$ cat src/rtl/wb_arb_pkg.sv
// Shared types and parameter defaults for the register-file write-port arbiter.
package wb_arb_pkg;

  localparam int unsigned MDU_FIFO_DEPTH_DEF = 4;
  localparam int unsigned STARVE_LIMIT_DEF   = 8;

  typedef struct packed {
    logic        valid;
    logic [4:0]  rd;
    logic [31:0] data;
  } wb_req_t;

  typedef enum logic [1:0] {SRC_NONE, SRC_DBG, SRC_PIPE, SRC_MDU} wb_src_e;

endpackage

$ cat src/rtl/wb_mdu_fifo.sv
// MDU result buffer: synchronous FIFO with occupancy count and two destination-register
// compare ports used for the ID-stage pending lookup.
module wb_mdu_fifo
  import wb_arb_pkg::*;
#(
  parameter int unsigned  DEPTH = MDU_FIFO_DEPTH_DEF,
  localparam int unsigned PTR_W = $clog2(DEPTH),
  localparam int unsigned CNT_W = $clog2(DEPTH + 1)
) (
  input  logic             clk,
  input  logic             Rst_n,
  input  logic             push,
  input  logic [4:0]       push_rd,
  input  logic [31:0]      push_data,
  input  logic             pop,
  output wb_req_t          head,
  output logic             full,
  output logic [CNT_W-1:0] count,
  input  logic [4:0]       cmp_a,
  input  logic [4:0]       cmp_b,
  output logic             hit_a,
  output logic             hit_b
);

  wb_req_t          mem_q [DEPTH];
  logic [PTR_W-1:0] wr_ptr_q, rd_ptr_q;
  logic [CNT_W-1:0] count_q;
  logic             do_push, do_pop;

  assign full    = (count_q == CNT_W'(DEPTH));
  assign do_push = push && !full;
  assign do_pop  = pop && (count_q != '0);
  assign head    = mem_q[rd_ptr_q];
  assign count   = count_q;

  // Per-entry valid bit doubles as the non-empty flag at the head and as the lookup qualifier.
  always_ff @(posedge clk or negedge Rst_n) begin
    if (!Rst_n) begin
      wr_ptr_q <= '0;
      rd_ptr_q <= '0;
      count_q  <= '0;
      for (int unsigned i = 0; i < DEPTH; i++) begin
        mem_q[i] <= '0;
      end
    end else begin
      if (do_pop) begin
        mem_q[rd_ptr_q].valid <= 1'b0;
        rd_ptr_q              <= rd_ptr_q + PTR_W'(1);
      end
      if (do_push) begin
        mem_q[wr_ptr_q].valid <= 1'b1;
        mem_q[wr_ptr_q].rd    <= push_rd;
        mem_q[wr_ptr_q].data  <= push_data;
        wr_ptr_q              <= wr_ptr_q + PTR_W'(1);
      end
      count_q <= count_q + CNT_W'(do_push) - CNT_W'(do_pop);
    end
  end

  always_comb begin
    hit_a = 1'b0;
    hit_b = 1'b0;
    for (int unsigned i = 0; i < DEPTH; i++) begin
      if (mem_q[i].valid && (mem_q[i].rd == cmp_a) && (cmp_a != '0)) hit_a = 1'b1;
      if (mem_q[i].valid && (mem_q[i].rd == cmp_b) && (cmp_b != '0)) hit_b = 1'b1;
    end
  end

endmodule

$ cat src/rtl/wb_port_arbiter.sv
// Register-file write-port owner: arbitrates debug, pipeline writeback and buffered MDU results.
// Optional WBARB_BYPASS_EN lets an MDU result skip the empty FIFO when the pipe is idle.
module wb_port_arbiter
  import wb_arb_pkg::*;
#(
  parameter int unsigned  MDU_FIFO_DEPTH = MDU_FIFO_DEPTH_DEF,
  parameter int unsigned  STARVE_LIMIT   = STARVE_LIMIT_DEF,
  localparam int unsigned CNT_W          = $clog2(MDU_FIFO_DEPTH + 1)
) (
  input  logic             clk,
  input  logic             Rst_n,
  input  logic             debug,
  input  logic             pipe_wr_valid,
  input  logic [4:0]       pipe_rd,
  input  logic [31:0]      pipe_wdata,
  input  logic             mdu_valid,
  output logic             mdu_ready,
  input  logic [4:0]       mdu_rd,
  input  logic [31:0]      mdu_wdata,
  input  logic             dbg_wr_valid,
  input  logic [4:0]       dbg_rd,
  input  logic [31:0]      dbg_wdata,
  input  logic [4:0]       lookup_rs1,
  input  logic [4:0]       lookup_rs2,
  output logic             rs1_pending,
  output logic             rs2_pending,
  output logic             wb_hold,
  output logic             rf_we,
  output logic [4:0]       rf_rd,
  output logic [31:0]      rf_wdata,
  output logic [CNT_W-1:0] fifo_count,
  output logic             proto_err
);

  localparam int unsigned STV_W = $clog2(STARVE_LIMIT + 1);

  wb_req_t          head, winner;
  wb_src_e          src;
  logic             fifo_full, push, pop, bypass;
  logic [STV_W-1:0] starve_q, starve_d;
  logic             hold_q, hold_d, err_q, err_d;
  logic             rf_we_q;
  logic [4:0]       rf_rd_q;
  logic [31:0]      rf_wdata_q;

  wb_mdu_fifo #(
    .DEPTH (MDU_FIFO_DEPTH)
  ) u_fifo (
    .clk       (clk),
    .Rst_n     (Rst_n),
    .push      (push),
    .push_rd   (mdu_rd),
    .push_data (mdu_wdata),
    .pop       (pop),
    .head      (head),
    .full      (fifo_full),
    .count     (fifo_count),
    .cmp_a     (lookup_rs1),
    .cmp_b     (lookup_rs2),
    .hit_a     (rs1_pending),
    .hit_b     (rs2_pending)
  );

  assign mdu_ready = !debug && !fifo_full;

  always_comb begin
    src    = SRC_NONE;
    bypass = 1'b0;
    if (debug) begin
      if (dbg_wr_valid) src = SRC_DBG;
    end else if (pipe_wr_valid) begin
      src = SRC_PIPE;
    end else if (head.valid) begin
      src = SRC_MDU;
`ifdef WBARB_BYPASS_EN
    end else if (mdu_valid && mdu_ready) begin
      src    = SRC_MDU;
      bypass = 1'b1;
`endif
    end
  end

  always_comb begin
    winner = '0;
    unique case (src)
      SRC_DBG:  winner = '{valid: 1'b1, rd: dbg_rd, data: dbg_wdata};
      SRC_PIPE: winner = '{valid: 1'b1, rd: pipe_rd, data: pipe_wdata};
      SRC_MDU:  winner = bypass ? '{valid: 1'b1, rd: mdu_rd, data: mdu_wdata} : head;
      default:  winner = '0;
    endcase
  end

  assign pop  = (src == SRC_MDU) && !bypass;
  assign push = mdu_valid && mdu_ready && !bypass;

  // Debug freezes the starvation state; a pop always releases the hold.
  always_comb begin
    starve_d = starve_q;
    hold_d   = hold_q;
    if (!debug) begin
      if (pop) begin
        starve_d = '0;
        hold_d   = 1'b0;
      end else if (!head.valid) begin
        starve_d = '0;
      end else if (starve_q == STV_W'(STARVE_LIMIT)) begin
        hold_d = 1'b1;
      end else begin
        starve_d = starve_q + STV_W'(1);
      end
    end
  end

  assign err_d = err_q || (!debug && hold_q && pipe_wr_valid);

  always_ff @(posedge clk or negedge Rst_n) begin
    if (!Rst_n) begin
      rf_we_q    <= 1'b0;
      rf_rd_q    <= '0;
      rf_wdata_q <= '0;
      starve_q   <= '0;
      hold_q     <= 1'b0;
      err_q      <= 1'b0;
    end else begin
      rf_we_q <= winner.valid && (winner.rd != '0);
      if (winner.valid) begin
        rf_rd_q    <= winner.rd;
        rf_wdata_q <= winner.data;
      end
      starve_q <= starve_d;
      hold_q   <= hold_d;
      err_q    <= err_d;
    end
  end

  assign rf_we     = rf_we_q;
  assign rf_rd     = rf_rd_q;
  assign rf_wdata  = rf_wdata_q;
  assign wb_hold   = hold_q;
  assign proto_err = err_q;

endmodule

$ cat config.mk
export PLATFORM = sky130hd
export DESIGN_NAME = wb_port_arbiter
export DESIGN_NICKNAME = d
export VERILOG_FILES = /design/src/rtl/wb_arb_pkg.sv /design/src/rtl/wb_mdu_fifo.sv /design/src/rtl/wb_port_arbiter.sv
export SDC_FILE = /design/constraint.sdc
export NUM_CORES = 1
export LEC_CHECK = 0
export BUFFER_PORTS_ARGS = -buffer_cell sky130_fd_sc_hd__buf_2
export CAP_MARGIN = 20
export CORE_ASPECT_RATIO = 0.9
export CORE_MARGIN = 2
export CORE_UTILIZATION = 45
export CTS_CLUSTER_DIAMETER = 100
export DETAILED_ROUTE_END_ITERATION = 7
export PLACE_DENSITY = 0.69
export SYNTH_ARGS = -nofsm -noshare
export SYNTH_HDL_FRONTEND = slang
export SYNTH_SLANG_ARGS = --single-unit
$ cat constraint.sdc
create_clock -name clk -period 2.6 [get_ports clk]
set_clock_uncertainty 0.15 [all_clocks]
set_input_delay 0.39 -clock clk [delete_from_list [all_inputs] [get_ports clk]]
set_output_delay 0.39 -clock clk [all_outputs]
set_load 0.05 [all_outputs]
==> results of run 1 <==
-- placed cells by master, fill, tap and decap left out, types with 4 or more instances in the layout --
master / Yosys / routed
inv_1: 43 / 42
nor4_1: 8 / 5
buf_2: 21 / 169
nor2_1: 38 / 38
xor2_1: 32 / 32
nand2_1: 56 / 53
a21oi_1: 64 / 64
nand2_2: 2 / 5
mux4_2: 38 / 38
mux2_1: 12 / 12
dfrtp_1: 203 / 193
nand4_1: 4 / 4
clkbuf_16: 0 / 22
xnor2_1: 12 / 11
clkbuf_8: 0 / 10
mux2_2: 137 / 137
dlygate4sd3_1: 0 / 22
o22ai_1: 32 / 32
buf_4: 0 / 31
ha_1: 12 / 10
dfrtp_2: 0 / 10
nand3_1: 8 / 8
a22o_1: 5 / 5
o21ai_0: 5 / 5
-- tightest hold or removal path: cells and delay by family --
| kind | cells | cell delay, ps |
|---|---|---|
| buf+inv | 1 | 80 |
| compound gates | 1 | 90 |
| simple gates | 1 | 70 |
-- metal layers --
layer  up-vias  part of all wire, %
li1       3229                    -
met1      3562                   46
met2       202                   47
met3        29                  5.2
met4         0                  1.5
met5         -                    0
-- power breakdown --
group | total [W] | leakage [nW] | switching, W | internal (W)
clock network | 0.00327 | 0.381 | 0.00125 | 0.00201
registers | 0.00569 | 2.42 | 0.000992 | 0.00470
logic | 0.00636 | 2.78 | 0.00332 | 0.00304
-- how the worst max path moves through the flow --
stage,slack [ps],endpoint,startpoint
after floorplan,-190,u_fifo.count[2]$_DFF_PN0_,u_fifo.rd_ptr_q[0]$_DFFE_PN0P_
after global placement,100,u_fifo.count[2]$_DFF_PN0_,u_fifo.rd_ptr_q[0]$_DFFE_PN0P_
after detailed placement,50,u_fifo.count[2]$_DFF_PN0_,u_fifo.rd_ptr_q[0]$_DFFE_PN0P_
after CTS,10,rs2_pending,u_fifo.mem_q[110]$_DFFE_PN0P_
after global routing,-30,u_fifo.count[2]$_DFF_PN0_,u_fifo.rd_ptr_q[0]$_DFFE_PN0P_
final,50,u_fifo.count[2]$_DFF_PN0_,u_fifo.rd_ptr_q[0]$_DFFE_PN0P_
-- cell type report --
class,count,area [um^2]
sequential,203,5090
tap,291,364
clock inverter,7,101
inverter,43,161
timing repair buffer,228,1400
clock buffer,33,682
fill,1814,9290
multi-input combinational,497,4480
-- synth_stat cells (21+ instances only) --
master    instances  area (um^2)
a21oi_1          64          320
buf_2            21          105
clkbuf_1         32          120
dfrtp_1         203         5080
inv_1            43          161
mux2_2          137         1540
mux4_2           38          856
nand2_1          56          210
nor2_1           38          143
o22ai_1          32          200
xor2_1           32          280
-- flip-flops by register name, indices dropped and copies added (netlist names), 2 cells and up --
name / cells
u_fifo.count: 3
starve_q: 4
rf_rd: 5
u_fifo.wr_ptr_q: 2
u_fifo.rd_ptr_q: 2
rf_wdata: 32
u_fifo.mem_q: 152
-- cell families (layout without fill, tap and decap cells) --
group	count (synthesis)	after routing	share of synthesized area [%]
XOR/XNOR	44	44	3.91
buffers and inverters	98	311	4.00
flip-flops	203	203	51.5
AND/OR/NAND/NOR	126	126	5.62
multiplexers	187	187	25.7
AO/OA/AOI/OAI	127	127	7.50
adder cells (fa/ha/maj)	13	13	1.73
-- metrics by stage --
step	cell area (um^2)	hold slack, ps
6_report	12300	16.1
3_5_place_dp	11200	282
3_3_place_gp	11200	277
4_1_cts	12200	0.164
5_1_grt	12300	9.25
2_1_floorplan	9920	-55.6
-- what timing repair did --
| item | CTS | global route |
|---|---|---|
| endpoints found under the hold margin | 96 | 0 |
| endpoints found under the setup margin | 2 | 6 |
| buffers inserted | 0 | 1 |
| hold buffers | 22 | 0 |
| gates resized for setup | 2 | 11 |
| pin swaps | 0 | 3 |
==> metrics.yaml, run 1 <==
syn-mean-instance-area_um2: 12.4
seq_area_frac_synth_pct: 51.5
ys_async_sr_fraction_pct: 100
r2r-end: "u_fifo.count[2]$_DFF_PN0_"
hold_viol_final: 0
period_share_pct: 97.9
ir_drop_uv: 613
total_power_w: 0.0153
coreArea_um2: 21600
cp.depth: 9
ys_ff_latch: 203
min-delay-path-class: "input port to register"
crit_required_ps: 2830
cts_tree: "built"
ios: 173
clkSinkCount: 203
met2_usage_pct: 34.7
dominantRegCellSynth: "dfrtp_1"
grt.overflow.total: 0
power_leakage_nw: 5.58
nNetsFinal: 1135
slew_headroom_pct: 59.5
drive_above_1_share_pct: 44.1
rsz0062_at_grt: "true"
antenna_found_initial: 0
status: "finished, final reports clean"
cts_root_buffer: "clkbuf_16"
cts_buffer_depth: 3
hold_path_depth: 3
min_to: "rf_rd[0]$_DFFE_PN0P_"
ys_warn_count: 0
final_cells: 1302
netlist_instances: 798
io_buffer_count: 172
clkLatencyLatePin_ps: 500
ff2ff_path_depth: 9
netlist_area_um2: 9860
use_met1_pct: 29.7
fp.dieW_um: 160
synthDistinctLibCells: 35
finalSetupViolCount: 0
gr-usage-met3_pct: 3.27
clk_pin_slew_ps: 60
drt_iter0_markers: 369
n_antenna_cell: 0
worst_path_most_repeated_cell: "ha_4"
place_congestion: 0.871
reg2reg_slack_ps: 50
synth_fp_nets: 938
rows: 51
die_y_um: 144
busiest_layer: "met2"
hp-start: "dbg_rd[0]"
end_kind: "register"
critPathSlowestCell: "mux4_2"
timing.rr.start: "u_fifo.rd_ptr_q[0]$_DFFE_PN0P_"
firstDrtPassIters: 4
vias: 7022
hpwl_um: 16100
drc: 0
critPathBufInv: 1
slew_viol_final: 0
grt_pass1_wl_um: 38600
cts_buffers: 22
period_needed_ps: 2550
tightest_slew_ps: 607
setup_slack_ps: 53.7
place_ws_ps: 51.8
dp_cells: 1239
grt_max_degree: 63
grt_use_total_pct: 21.0
max_freq_mhz: 393
die_area_um2: 23100
areaGrowthSynthToFinish_pct: 24.5
grt_pass1_vias: 7278
setup_tns_ps: 0
viasPerCell: 5.39
drtAntennaViolNets: 0
initial_core_util_pct: 45.7
wl_per_cell_um: 18.3
maxCapViolCount: 0
synth_edf_count: 0
worstSetupPathType: "register to register"
cp_slowest_stage_delay_ps: 520
power.density_nw_per_um2: 1250
path_max_fanout: 2
post-route-util_pct: 56.9
start_kind: "register"
arrival_ps: 2780
wl_um: 23900
crit_family: "adder cells"
h-tree-depth: 1
path_cells: "mux4_2, nor3b_4, o31a_1, ha_4, inv_2, ha_4, fa_2, xnor2_2, xnor2_1"
No activity file was read; power rests on OpenSTA's default activity.
==> run 2: changes to the inputs <==
- SETUP_SLACK_MARGIN: not set -> 0.4
==> run 2 against run 1 <==
Non-clock buffer count increased by 3. Die area unchanged. Cell count increased by 0.61%. Flip-flop and latch count unchanged. Critical path depth unchanged. Maximum frequency increased by 0.50%. Register-to-register slack about the same. First-iteration DRC count increased by 8.4%. Sequential power about the same.
==> metrics.yaml, run 2 (synthesis results as in run 1) <==
status: "finished, final reports clean"
r2r-end: "u_fifo.count[2]$_DFF_PN0_"
slew_headroom_pct: 57.5  # -2.0 points
ff2ff_path_depth: 9  # unchanged
cts_root_buffer: "clkbuf_16"
arrival_ps: 2770  # about the same
path_cells: "mux4_2, nor3b_4, o31a_1, ha_4, inv_2, ha_4, fa_2, xnor2_2, xnor2_1"
ir_drop_uv: 642  # +4.7%
fillers: 1812  # -0.11%
seq_area_um2: 5090  # about the same
drc: 0  # unchanged
slew_viol_final: 0  # unchanged
place_congestion: 0.882  # +1.2%
max_freq_mhz: 395  # +0.50%
hpwl_um: 15600  # -2.8%
clkLatencyLatePin_ps: 500  # about the same
drive_above_1_share_pct: 48.9  # +4.8 points
period_share_pct: 97.4  # -0.49 points
regMostFlops: "u_fifo.mem_q"
layout_commonest_cell: "dfrtp_1"
die_area_um2: 23100  # unchanged
critPathCapture: "u_fifo.count[2]$_DFF_PN0_"
grt_use_total_pct: 21.3  # +0.38 points
total_power_w: 0.0160  # +4.7%
viasPerCell: 5.48  # +1.7%
die_y_um: 144  # unchanged
wl_met1_um: 11400  # +3.3%
rows: 51  # unchanged
hold_viol_final: 0  # unchanged
areaGrowthSynthToFinish_pct: 27.7
final_cells: 1310  # +0.61%
antenna_found_initial: 3  # +3
initial_core_util_pct: 45.7  # unchanged
wl_met2_um: 12100  # +8.0%
final_cell_mix: "dfrtp_1, buf_2, mux2_2"
min-delay-path-class: "input port to register"
coreArea_um2: 21600  # unchanged
drt_iter0_markers: 400  # +8.4%
hold_path_depth: 2  # -1
cts_buffer_depth: 3  # unchanged
timing.rr.start: "u_fifo.rd_ptr_q[0]$_DFFE_PN0P_"
finalSetupViolCount: 0  # unchanged
grt_pass1_vias: 7251  # -0.37%
maxCapViolCount: 0  # unchanged
dr.max_layer_used: "met4"
nNetsFinal: 1140  # +0.44%
path_max_fanout: 2  # unchanged
rsz0062_at_grt: "true"
critPathSlowestCell: "mux4_2"
firstDrtPassIters: 5  # +1
h-tree-depth: 1  # unchanged
power_leakage_nw: 5.71  # +2.3%
grt.overflow.total: 0  # unchanged
fp.dieW_um: 160  # unchanged
clk_pin_slew_ps: 60  # about the same
grt_max_degree: 61  # -3.2%
io_buffer_count: 172  # unchanged
grt_pass1_wl_um: 39000  # +1.3%
drtAntennaViolNets: 0  # unchanged
tightest_slew_ps: 637  # +30.3 ps
worstSetupPathType: "register to register"
power.density_nw_per_um2: 1270  # +2.1%
clkSinkCount: 203  # unchanged
crit_required_ps: 2840  # about the same
wl_per_cell_um: 19.5  # +6.3%
period_needed_ps: 2530  # -12.8 ps
startpoint: "u_fifo.rd_ptr_q[0]$_DFFE_PN0P_"
end_kind: "register"
dp_cells: 1234  # -0.40%
wl_um: 25500  # +6.9%
wl_met3_um: 1460  # +19%
vias: 7183  # +2.3%
start_kind: "register"
cp_slowest_stage_delay_ps: 510  # about the same
largest_register_ff_count: 152  # unchanged
reg2reg_slack_ps: 70  # about the same
multiInputGateArea_um2: 4720  # +5.3%
ios: 173  # unchanged
cts_tree: "built"
hp-start: "mdu_wdata[7]"
worst_path_most_repeated_cell: "ha_4"
cts_buffers: 22  # unchanged
[run 2: routing by layer]
layer | GRT usage [%] | vias up
met3 | 3.64 | 46
met2 | 35.5 | 235
li1 | - | 3258
met4 | 5.26 | 0
met5 | 0 | -
met1 | 29.6 | 3644
[run 2: repair_timing]
item                                   in CTS  in global routing
cloned                                      1                  5
setup endpoints to repair                  42                 42
pin swaps                                  10                 30
hold buffers                                7                  0
gates resized for setup                     9                 53
setup buffers                               8                 12
endpoints found under the hold margin      59                  0
[run 2: final cells by class]
type / instances / share of cell area (%)
flip-flops and latches: 203 / 40.4
inverters: 43 / 1.28
diodes: 3 / 0.0596
clock inverters: 7 / 0.944
clock buffers: 33 / 5.03
multi-input cells: 499 / 37.5
repair buffers: 231 / 11.9
well taps: 291 / 2.89
[run 2: power by group]
part | total, W | switching [W] | internal (W) | leakage (nW)
clock network | 0.00323 | 0.00125 | 0.00199 | 0.358
registers | 0.00567 | 0.000974 | 0.00469 | 2.42
logic | 0.00714 | 0.00363 | 0.00351 | 2.93
total | 0.0160 | 0.00585 | 0.0102 | 5.71
[run 2: worst min-delay path by stage]
stage and end:
2_1_floorplan proto_err$_DFF_PN0_, 3_3_place_gp rf_wdata[27]$_DFFE_PN0P_, 3_5_place_dp rf_wdata[28]$_DFFE_PN0P_, 4_1_cts u_fifo.mem_q[83]$_DFFE_PN0P_, 5_1_grt u_fifo.mem_q[87]$_DFFE_PN0P_, 6_report u_fifo.mem_q[83]$_DFFE_PN0P_
[run 2: critical path, delay by kind of cell (launching register included)]
kind	cells	cell delay, ps
AO/OA/AOI/OAI	1	150
XOR/XNOR	2	260
adder cells (fa/ha/maj)	3	760
buffers and inverters	1	30
flip-flops	1	370
multiplexers	1	510
AND/OR/NAND/NOR	1	180
[run 2: per-stage QoR]
stage	cell area (um^2)	utilization (%)	hold slack (ps)	worst slack, ps	TNS (ps)
3_5_place_dp	11300	52.3	260	47.1	0
5_1_grt	12600	58.3	10.1	19.3	0
3_3_place_gp	11200	52.1	263	40.4	0
4_1_cts	12200	56.6	5.08	53.5	0
2_1_floorplan	10100	-	-55.6	-177	-192
6_report	12600	58.4	17.6	66.4	0
